==> config.mk <==
export PLATFORM = sky130hd
export DESIGN_NAME = spi_bus_arbiter
export DESIGN_NICKNAME = d
export VERILOG_FILES = /design/src/rtl/spi_arb_pkg.sv /design/src/rtl/spi_bus_arbiter_rr.sv /design/src/rtl/spi_bus_arbiter.sv
export SDC_FILE = /design/constraint.sdc
export NUM_CORES = 1
export LEC_CHECK = 0
export ABC_AREA = 1
export BUFFER_PORTS_ARGS = -buffer_cell sky130_fd_sc_hd__buf_2
export CORE_MARGIN = 10
export CORE_UTILIZATION = 30
export CTS_BUF_LIST = sky130_fd_sc_hd__clkbuf_4
export CTS_CLUSTER_SIZE = 20
export DETAILED_ROUTE_END_ITERATION = 8
export RECOVER_POWER = 50
export REMOVE_ABC_BUFFERS = 1
export SYNTH_ARGS = -nofsm -noshare
export SYNTH_HDL_FRONTEND = slang
export SYNTH_SLANG_ARGS = --single-unit
==> constraint.sdc <==
create_clock -name clk_i -period 2.94 [get_ports clk_i]
set_input_delay 0.147 -clock clk_i [delete_from_list [all_inputs] [get_ports clk_i]]
set_output_delay 0.147 -clock clk_i [all_outputs]
set_load 0.02 [all_outputs]
==> src/rtl/spi_arb_pkg.sv <==
// Shared definitions for the SPI bus arbiter: FSM state encoding, byte limit
// and a constant-width helper.
package spi_arb_pkg;

    localparam logic [2:0] S_IDLE  = 3'd0;
    localparam logic [2:0] S_START = 3'd1;
    localparam logic [2:0] S_WAIT  = 3'd2;
    localparam logic [2:0] S_DONE  = 3'd3;
    localparam logic [2:0] S_GAP   = 3'd4;

    localparam int MAX_NBYTES = 4;

    typedef enum logic [2:0] {
        ST_IDLE  = S_IDLE,
        ST_START = S_START,
        ST_WAIT  = S_WAIT,
        ST_DONE  = S_DONE,
        ST_GAP   = S_GAP
    } state_t;

    // Ceiling log2, never less than 1 so that counters keep at least one bit.
    function automatic int clog2(input int value);
        int r;
        r = 0;
        for (int i = 0; i < 31; i++) begin
            if ((1 << i) < value) r = i + 1;
        end
        return (r < 1) ? 1 : r;
    endfunction

endpackage

==> src/rtl/spi_bus_arbiter_rr.sv <==
// Combinational round-robin pick: first set request at or above the pointer,
// wrapping to index 0. Produces a one-hot grant and its encoded index.
module spi_rr_arbiter
    import spi_arb_pkg::*;
#(
    parameter int N_REQ = 2,
    parameter int PTR_W = clog2(N_REQ)
) (
    input  logic [N_REQ-1:0] req,
    input  logic [PTR_W-1:0] ptr,
    output logic [N_REQ-1:0] gnt,
    output logic [PTR_W-1:0] idx,
    output logic             any
);

    int cand;

    always_comb begin
        gnt  = '0;
        idx  = '0;
        any  = 1'b0;
        cand = 0;
        for (int i = 0; i < N_REQ; i++) begin
            // Explicit wrap so non-power-of-two requester counts stay in range.
            cand = int'(ptr) + i;
            if (cand >= N_REQ) cand = cand - N_REQ;
            if (!any && req[PTR_W'(cand)]) begin
                any                 = 1'b1;
                gnt[PTR_W'(cand)]   = 1'b1;
                idx                 = PTR_W'(cand);
            end
        end
    end

endmodule

==> src/rtl/spi_bus_arbiter.sv <==
// Round-robin sharing of one SPI master core between N_REQ requesters, with
// request validation and a slave-deselect guard gap. Optional WAIT watchdog
// is enabled by defining SPI_ARB_TIMEOUT_EN.
module spi_bus_arbiter
    import spi_arb_pkg::*;
#(
    parameter int N_REQ          = 2,
    parameter int N_SLAVE        = 4,
    parameter int SS_W           = 2,
    parameter int GAP_CYCLES     = 4,
    parameter int TIMEOUT_CYCLES = 4096
) (
    input  logic                   clk_i,
    input  logic                   rst_i,
    input  logic [N_REQ-1:0]       req_i,
    input  logic [N_REQ*32-1:0]    req_data_i,
    input  logic [N_REQ*3-1:0]     req_nbytes_i,
    input  logic [N_REQ*SS_W-1:0]  req_slave_i,
    output logic [N_REQ-1:0]       gnt_o,
    output logic [N_REQ-1:0]       done_o,
    output logic                   err_o,
    output logic [31:0]            rdata_o,
    output logic                   spi_start_o,
    output logic [31:0]            spi_wdata_o,
    output logic [2:0]             spi_nbytes_o,
    output logic [N_SLAVE-1:0]     spi_ss_o,
    input  logic                   spi_done_i,
    input  logic [31:0]            spi_rdata_i,
`ifdef SPI_ARB_TIMEOUT_EN
    output logic                   timeout_o,
`endif
    output logic [2:0]             state_o
);

    // Handshake: a requester holds req_i until it sees done_o; gnt_o is high
    // from the latch edge through the DONE cycle; spi_start_o is a single
    // cycle pulse and spi_done_i is only honoured in WAIT.

    localparam int PTR_W = clog2(N_REQ);
    localparam int GAP_W = clog2(GAP_CYCLES + 1);

    state_t             state, state_nx;
    logic [PTR_W-1:0]   rr_ptr, idx_q;
    logic [GAP_W-1:0]   gap_cnt;
    logic               err_q;
    logic               wait_expired;

    logic [N_REQ-1:0]   arb_gnt;
    logic [PTR_W-1:0]   arb_idx;
    logic               arb_any;
    logic [31:0]        pick_data;
    logic [2:0]         pick_nbytes;
    logic [SS_W-1:0]    pick_slave;
    logic               pick_bad;

    spi_rr_arbiter #(.N_REQ(N_REQ), .PTR_W(PTR_W)) u_rr (
        .req (req_i),
        .ptr (rr_ptr),
        .gnt (arb_gnt),
        .idx (arb_idx),
        .any (arb_any)
    );

    always_comb begin
        pick_data   = req_data_i[arb_idx*32 +: 32];
        pick_nbytes = req_nbytes_i[arb_idx*3 +: 3];
        pick_slave  = req_slave_i[arb_idx*SS_W +: SS_W];
        pick_bad    = (pick_nbytes == 3'd0) || (pick_nbytes > 3'(MAX_NBYTES)) ||
                      (32'(pick_slave) >= 32'(N_SLAVE));
    end

`ifdef SPI_ARB_TIMEOUT_EN
    localparam int TMO_W = clog2(TIMEOUT_CYCLES + 1);
    logic [TMO_W-1:0] wait_cnt;

    assign wait_expired = (state == ST_WAIT) && (wait_cnt == TMO_W'(TIMEOUT_CYCLES - 1));

    always_ff @(posedge clk_i or posedge rst_i) begin
        if (rst_i) begin
            wait_cnt  <= '0;
            timeout_o <= 1'b0;
        end else begin
            if (state == ST_START) wait_cnt <= '0;
            else if (state == ST_WAIT) wait_cnt <= wait_cnt + TMO_W'(1);
            if (wait_expired && !spi_done_i) timeout_o <= 1'b1;
        end
    end
`else
    logic unused_tmo;
    assign wait_expired = 1'b0;
    assign unused_tmo   = (TIMEOUT_CYCLES > 0);
`endif

    always_ff @(posedge clk_i or posedge rst_i) begin
        if (rst_i) state <= ST_IDLE;
        else       state <= state_nx;
    end

    always_comb begin
        state_nx = state;
        case (state)
            ST_IDLE:  if (arb_any) state_nx = pick_bad ? ST_DONE : ST_START;
            ST_START: state_nx = ST_WAIT;
            ST_WAIT:  if (spi_done_i || wait_expired) state_nx = ST_DONE;
            ST_DONE:  state_nx = ST_GAP;
            ST_GAP:   if (gap_cnt == GAP_W'(GAP_CYCLES - 1)) state_nx = ST_IDLE;
            default:  state_nx = ST_IDLE;
        endcase
    end

    always_ff @(posedge clk_i or posedge rst_i) begin
        if (rst_i) begin
            gnt_o        <= '0;
            idx_q        <= '0;
            rr_ptr       <= '0;
            err_q        <= 1'b0;
            rdata_o      <= '0;
            spi_wdata_o  <= '0;
            spi_nbytes_o <= '0;
            spi_ss_o     <= '1;
            gap_cnt      <= '0;
        end else begin
            case (state)
                ST_IDLE: begin
                    if (arb_any) begin
                        gnt_o        <= arb_gnt;
                        idx_q        <= arb_idx;
                        spi_wdata_o  <= pick_data;
                        spi_nbytes_o <= pick_nbytes;
                        // Rejected requests never touch the bus.
                        if (pick_bad) begin
                            err_q   <= 1'b1;
                            rdata_o <= '0;
                        end else begin
                            err_q    <= 1'b0;
                            spi_ss_o <= ~(N_SLAVE'(1) << pick_slave);
                        end
                    end
                end
                ST_WAIT: begin
                    if (spi_done_i) begin
                        rdata_o  <= spi_rdata_i;
                        spi_ss_o <= '1;
                    end else if (wait_expired) begin
                        rdata_o  <= '0;
                        err_q    <= 1'b1;
                        spi_ss_o <= '1;
                    end
                end
                ST_DONE: begin
                    gnt_o   <= '0;
                    gap_cnt <= '0;
                    rr_ptr  <= (idx_q == PTR_W'(N_REQ - 1)) ? '0 : idx_q + PTR_W'(1);
                end
                ST_GAP: gap_cnt <= gap_cnt + GAP_W'(1);
                default: ;
            endcase
        end
    end

    assign spi_start_o = (state == ST_START);
    assign done_o      = (state == ST_DONE) ? gnt_o : '0;
    assign err_o       = (state == ST_DONE) && err_q;
    assign state_o     = state;

endmodule
==> flow_metrics.env <==
export IMPL_place_gp_congestion=0.7472
export IMPL_root_buffer="clkbuf_4"
export IMPL_timing_worst_setup_path_type="register to register"
export IMPL_grt_ovfl_total=0
export IMPL_drv_cap=1
export IMPL_start_util_pct=30.46
export IMPL_antenna_found_initial=0
export IMPL_syn_area_um2=3628
export IMPL_syn_to_final_growth_pct=49.69
export IMPL_ys_seq_area_share_pct=56.00
export IMPL_multi_input_area_um2=1370
export IMPL_finClkSkew_ns=0.02215
export IMPL_critPathLaunchType="register"
export IMPL_cp_required_ns=3.32
export IMPL_portBuffers=187
export IMPL_drtPass1Iterations=4
export IMPL_nNetsFinal=792
export IMPL_wirelength_mm=12.55
export IMPL_grt_pass1_wl_mm=20.01
export IMPL_top_layer="met4"
export IMPL_vias=3819
export IMPL_dp_slack_ns=0.9283
export IMPL_nFillCells=1157
export IMPL_synth_seq_cells=81
export IMPL_crit_chain="nor2_1, inv_1, nor2_2, nand2_2, buf_12, o31ai_1, dlygate4sd3_1"
export IMPL_drive_gt1_share_pct=26.50
export IMPL_cp_slowest_cell="dlygate4sd3_1"
export IMPL_yosysUniqueCellTypes=23
export IMPL_clkSinkCount=81
export IMPL_slowest_delay_ns=0.59
export IMPL_yosys_warnings=0
export IMPL_p_leak_nw=2.888
export IMPL_fin_crit_sh_pct=81.76
export IMPL_grt_max_degree=82
export IMPL_setup_tns_final_ns=0
export IMPL_setup_violations=0
export IMPL_ios=191
export IMPL_slew_viol_final=82
export IMPL_critPathBufInv=3
export IMPL_syn_inst=430
export IMPL_wire_per_inst_um=15.13
export IMPL_numCtsBuffers=9
export IMPL_viasPerCell=4.601
export IMPL_cts_setup_buffers=0
export IMPL_worst_slew_pin_slew_ns=1.988
export IMPL_wl_met3_mm=1.203
export IMPL_drt_iter0_markers=163
export IMPL_wl_met1_mm=5.246
export IMPL_power_density_nw_per_um2=938.7
export IMPL_critPathMaxFanout=48
export IMPL_syn_avg_cell_area_um2=8.438
export IMPL_final_cell_mix="nand2_1, buf_2, dfrtp_1"
export IMPL_violations="capacitance limit, slew limit"
export IMPL_hp_class="input port to register"
export IMPL_ant_nets=0
export IMPL_rsz0062_at_grt="false"
export IMPL_max_freq_mhz=416.0
export IMPL_dp_hpwl_mm=8.700
export IMPL_grt_usage_pct=14.72
export IMPL_design_area_um2=5431
export IMPL_fin_ws_ns=0.5363
export IMPL_arrival_ns=2.78
export IMPL_clock_path_buffers=2
export IMPL_tritoncts="yes"
export IMPL_slew_headroom_pct=-32.54
export IMPL_htreeDepth=3
export IMPL_layout_commonest_cell="nand2_1"
export IMPL_crit_family="buffers and inverters"
export IMPL_vdd_ir_drop_max_uv=341.1
export IMPL_clk_insertion_delay_late_ns=0.43
export IMPL_wl_met2_mm=5.881
export IMPL_coreArea_um2=11910
export IMPL_die_w_um=130.0
export IMPL_grt_pass1_vias=4036
export IMPL_placedInstanceArea_um2=4679
export IMPL_finish_utilization_pct=45.60
export IMPL_min_period_ns=2.404
export IMPL_num_antenna_cells=0
export IMPL_seq_area_um2=2032
export IMPL_status="finished, violations left"
export IMPL_hold_viol_final=0
export IMPL_worst_setup_path_end_kind="register"
export IMPL_std_cell_rows=40
export IMPL_die_area_um2=16890
export IMPL_path_clk_slew_ns=0.14
export IMPL_die_y_um=130.0
export IMPL_drc=0
-- worst paths after layout --
check / end / cells past startpoint / from / slack [ns]
max: spi_wdata_o[10] / 7 / state_o[0] / 0.54
min: spi_wdata_o[6] / 3 / req_data_i[6] / 0.04
max reg2reg: spi_wdata_o[10] / 7 / state_o[0] / 0.54
min reg2reg: rr_ptr / 1 / idx_q / 0.48
max in group asynchronous: spi_wdata_o[29] / 4 / rst_i / 0.79
min in group asynchronous: rdata_o[8] / 4 / rst_i / 0.98
-- metal layers --
layer / track usage (%) / up-vias
met2: 24.90 / 155
met5: 0 / -
met3: 5.193 / 16
met1: 16.65 / 1770
li1: - / 1878
met4: 5.820 / 0
-- area by class of cell --
class | count | share of cell area, %
Clock buffer | 11 | 1.520
Clock inverter | 4 | 0.3916
Inverter | 21 | 1.474
Multi-Input combinational cell | 301 | 25.22
Sequential cell | 81 | 37.41
Tap cell | 147 | 3.386
Timing Repair Buffer | 265 | 30.59
-- flip-flops by register name, indices dropped and copies added (netlist names) --
name and cells:
spi_wdata_o 32, rdata_o 32, err_q 1, gnt_o 1, state_o 3, idx_q 1, rr_ptr 1, gap_cnt 3
spi_nbytes_o 3, spi_ss_o 4
-- Yosys cell counts --
| master | number | area, µm² |
|---|---|---|
| ha_1 | 2 | 25.02 |
| o22ai_1 | 1 | 6.260 |
| conb_1 | 1 | 3.750 |
| nor3_1 | 5 | 25.02 |
| inv_1 | 21 | 78.83 |
| o21bai_1 | 1 | 7.510 |
| o31ai_1 | 32 | 240.2 |
| buf_2 | 9 | 45.04 |
| nand2_2 | 2 | 12.51 |
| nor2_2 | 1 | 6.260 |
| o21ai_0 | 10 | 50.05 |
| nor2_1 | 39 | 146.4 |
| o21ai_1 | 4 | 20.02 |
| nand2_1 | 160 | 600.6 |
| buf_6 | 3 | 33.78 |
| dfstp_2 | 4 | 105.1 |
| clkbuf_1 | 12 | 45.04 |
| dfrtp_1 | 77 | 1927 |
| nor2_4 | 1 | 11.26 |
| a21oi_1 | 34 | 170.2 |
| nand3_1 | 6 | 30.03 |
| o21ai_2 | 1 | 8.760 |
| buf_4 | 4 | 30.03 |
-- worst min-delay path: stages --
cell and delay, ns:
buf_2 0.09, a21oi_1 0.10, o31ai_1 0.08
-- timing repair --
action                                 4_1_cts  5_1_grt
hold buffers                                71        0
endpoints found under the hold margin      139        0
resized for setup                            0        0
-- cells by family after synthesis --
group                      after synthesis  share of synthesized area, %
other                                    1                        0.1033
adders and majority gates                2                        0.6895
AOI/OAI and AO/OA                       83                         13.86
and+or+nand+nor                        214                         22.93
DFF                                     81                         56.00
buffers and inverters                   49                         6.414
-- power by group --
group          internal [W]  switching, W
Clock              0.000184      0.000371
Combinational      0.000879       0.00177
Sequential          0.00163      0.000268
Total               0.00269       0.00241
-- metrics by stage --
stage / cells / hold slack, ns / total power, W
final: 830 / 0.04066 / 0.005099
after global routing: 830 / 0.02310 / 0.005549
after detailed placement: 744 / 0.2803 / 0.004479
after floorplan: 403 / 0.2638 / 0.003496
after CTS: 830 / 0.0001859 / 0.005212
after global placement: 744 / 0.2720 / 0.004419
No activity file was read; power rests on OpenSTA's default activity.
